$ cat src/rtl/fact_sequencer.sv
// fact_sequencer: iterative n! via shared multiplier req/ack handshake, one-cycle fact_end pulse
module fact_sequencer #(
  parameter int W = 16
) (
  input  logic           clk,
  input  logic           rst,
  input  logic           start,
  input  logic [W-1:0]   operand,
  output logic           mul_req,
  output logic [W-1:0]   mul_a,
  output logic [W-1:0]   mul_b,
  input  logic           mul_ack,
  input  logic [2*W-1:0] mul_result,
  output logic [W-1:0]   result,
  output logic           overflow,
  output logic           fact_end,
  output logic           busy
);
  typedef enum logic [1:0] {IDLE, CHECK, MUL, DONE} state_t;
  state_t state, state_n;
  logic [W-1:0] acc, cnt;
  logic high_nz;
  assign high_nz = |mul_result[2*W-1:W];
  always_ff @(posedge clk) begin
    if (rst) begin
      state    <= IDLE;
      acc      <= W'(1);
      cnt      <= '0;
      overflow <= 1'b0;
    end else begin
      state <= state_n;
      if (state == IDLE && start) begin
        cnt      <= operand;
        acc      <= W'(1);
        overflow <= 1'b0;
      end
      // MUL is only entered with cnt >= 2, so the decrement cannot wrap
      if (state == MUL && mul_ack) begin
        acc <= mul_result[W-1:0];
        cnt <= cnt - W'(1);
        if (high_nz) overflow <= 1'b1;
      end
    end
  end
  always_comb begin
    state_n = state;
    unique case (state)
      IDLE:  if (start) state_n = CHECK;
      CHECK: state_n = (cnt <= W'(1)) ? DONE : MUL;
      MUL:   if (mul_ack) state_n = high_nz ? DONE : CHECK;
      DONE:  state_n = IDLE;
    endcase
  end
  assign mul_req  = state == MUL;
  assign mul_a    = acc;
  assign mul_b    = cnt;
  assign result   = acc;
  assign fact_end = state == DONE;
  assign busy     = state != IDLE;
endmodule

$ cat config.mk
export PLATFORM = sky130hd
export DESIGN_NAME = fact_sequencer
export DESIGN_NICKNAME = d
export VERILOG_FILES = /design/src/rtl/fact_sequencer.sv
export SDC_FILE = /design/constraint.sdc
export NUM_CORES = 1
export LEC_CHECK = 0
export ABC_CLOCK_PERIOD_IN_PS = 2500
export CORE_MARGIN = 1.5
export CORE_UTILIZATION = 26
export DETAILED_ROUTE_END_ITERATION = 8
export PLACE_DENSITY = 0.63
export SETUP_SLACK_MARGIN = 0.2
export SYNTH_ARGS = -nofsm -noshare
export SYNTH_HDL_FRONTEND = slang
export SYNTH_SLANG_ARGS = --single-unit
$ cat constraint.sdc
create_clock -name clk -period 2.5 [get_ports clk]
set_input_delay 0.5 -clock clk [delete_from_list [all_inputs] [get_ports clk]]
set_output_delay 0.5 -clock clk [all_outputs]
set_load 0.05 [all_outputs]
==> results.py <==
metrics = {
    "critical_path": {
        "worst_ep_required_time_ps": 2000,
        "crit_path_max_fanout": 10,
        "arrival_ps": 1730,
        "end_kind": "primary output",
        "crit_type": "reg -> out",
        "start_kind": "flip-flop",
    },
    "sta": {
        "slew_headroom_pct": 39.7,
        "fin_tns_setup_ps": 0,
        "period_needed_ps": 2230,
        "rsz0062_at_grt": "false",
        "finalClockSkew_ps": 5.76,
        "tightest_slew_ps": 901,
        "finalHoldViolCount": 0,
        "period_share_pct": 89.1,
        "slew_viol_final": 0,
        "fmax_mhz": 449,
        "setup_viol": 0,
    },
    "route": {
        "post_drt_wl_per_cell_um": 13.9,
        "avgViaCountPerCell": 4.94,
        "via_count": 1878,
        "drtIter0Drc": 84,
        "drc": 4,
        "wirelength_um": 5270,
        "drt-pass1-iter-count": 7,
        "ant_nets": 0,
    },
    "power_and_ir_drop": {
        "powerDensity_nw_per_um2": 593,
        "p_leak_nw": 1.04,
        "ir_drop_mv": 0.294,
    },
    "synthesis": {
        "avgSynthCellArea_um2": 8.36,
        "synthFlopType": "dfxtp_1",
        "synth_fp_nets": 266,
        "synth-edff-count": 0,
        "yosys_register_bits": 35,
        "yosys_warnings": 0,
        "netlist_area_um2": 1770,
        "synth_cell_types": 44,
        "synth_seq_area_share_pct": 39.5,
        "async_reset_ff_share_pct": 0,
        "syn_inst": 212,
    },
    "clock_network": {
        "cts_sinks": 35,
        "ctsHoldBuffers": 0,
        "cts_tree": "built",
        "cts_buffers": 5,
        "post_cts_buffers": 0,
        "cts_htree_levels": 2,
        "cts_root_buffer": "clkbuf_8",
        "clockBufferDepth": 2,
        "insertion_delay_ps": 290,
        "path_clk_slew_ps": 80,
    },
    "global_route": {
        "track_usage_pct": 14.4,
        "grt_pass1_vias": 1808,
        "grt_max_degree": 25,
        "antenna_found_initial": 0,
        "grt-ovfl-total": 0,
        "grt_pass1_wl_um": 8450,
    },
    "finish": {
        "fin_area_um2": 2910,
        "final_cell_mix": "101 x clkdlybuf4s50_1, 35 x dfxtp_1, 26 x nor2_1",
        "area_growth_pct": 64.0,
        "n_antenna_cell": 0,
        "drive_gt1_share_pct": 6.60,
        "fin_nets": 356,
        "final_common_cell": "clkdlybuf4s50_1",
    },
    "floorplanning": {
        "rows": 29,
        "io_pins": 104,
        "die_w_um": 85.6,
        "fp.dieH_um": 85.6,
        "initial_core_util_pct": 27.5,
        "die_area_um2": 7320,
        "core_um2": 6460,
    },
    "status": {
        "status": "finished with violations",
        "violations": "DRC",
    },
    "job": {
        "drv_cap": 0,
    },
    "hold_path": {
        "hold_path_class": "reg -> reg",
    },
    "placement": {
        "place_congestion": 0.789,
        "placed_area_um2": 2790,
        "place.detailed.hpwl_um": 3960,
        "io_buffers": 103,
    },
}
==> registers in the layout (all words and copies together) (netlist names) <==
signal    count
mul_a        16
mul_b        16
overflow      1
state         2
==> repair_timing <==
item / 4_1_cts / 5_1_grt
endpoints found under the hold margin: 0 / 0
gates resized for setup: 1 / 1
endpoints found under the setup margin: 1 / 1
==> final cells by class <==
cell class,count,area (µm²)
flip-flops and latches,35,701
clock buffers,5,68.8
inverters,6,22.5
well taps,77,96.3
multi-input cells,143,883
fillers,643,3550
repair buffers,111,1090
clock inverters,3,43.8
==> routing by layer <==
layer,share of wire (%),vias to the layer above,track usage (%)
met1,43,848,17.7
met3,7.8,10,4.23
met4,1.7,0,5.13
met5,0,-,0
met2,47,69,24.1
li1,-,951,-
==> cell families (layout without fill, tap and decap cells) <==
logic type,Yosys count,after routing,synth area share [%]
AOI/OAI and AO/OA,56,56,22.3
adders and majority gates,2,2,1.41
muxes,1,1,0.565
DFF,35,35,39.5
and+or+nand+nor,84,84,25.5
buffers and inverters,34,125,10.7
==> critical path: stages, from the launching register on <==
cell and delay (ps):
dfxtp_1 480, and2_1 170, clkdlybuf4s50_1 790
==> per-stage QoR <==
stage | instances | setup slack, ps | power [W] | hold slack [ps] | util [%]
after floorplan | 212 | 350 | 0.00100 | 523 | -
after global placement | 372 | 130 | 0.00122 | 499 | 43.3
after detailed placement | 372 | 88.5 | 0.00123 | 522 | 43.3
after CTS | 380 | 262 | 0.00174 | 547 | 45.0
after global routing | 380 | 207 | 0.00180 | 564 | 45.0
final | 380 | 274 | 0.00172 | 532 | 45.0
==> synthesized netlist by cell type (2+ instances only) <==
cell type,number,area share (%)
o311ai_1,2,0.99
nor4_1,6,2.1
o21bai_1,2,0.85
a21oi_1,4,1.1
o211ai_1,5,2.1
or4_1,3,1.3
nand3b_1,2,0.85
or3_1,6,2.1
o21ai_1,2,0.56
a211oi_1,3,1.3
nor3_1,5,1.4
clkbuf_1,11,2.3
dfxtp_1,35,40
nor2b_1,3,1.1
and2_1,2,0.71
nand2_1,14,3.0
ha_1,2,1.4
nand3_1,3,0.85
a22oi_1,17,7.2
nand4_1,3,1.1
inv_1,6,1.3
nor3b_1,2,0.85
nor2_1,26,5.5
o21ai_0,3,0.85
a31oi_1,11,3.9
buf_4,16,6.8
==> where the power goes <==
part	internal, W	switching, W
sequential	0.000595	0.0000513
combinational	0.000238	0.000326
clock	0.000297	0.000218
total	0.00113	0.000594
==> worst paths after layout <==
kind              slack [ps]  depth (start not counted)     start   endpoint
hold reg to reg          530                          2  overflow   overflow
hold / removal           530                          2  overflow   overflow
setup / recovery         270                          2  state[1]   fact_end
setup reg to reg         470                          4  mul_b[6]  mul_b[12]
No activity file was read; power rests on OpenSTA's default activity.
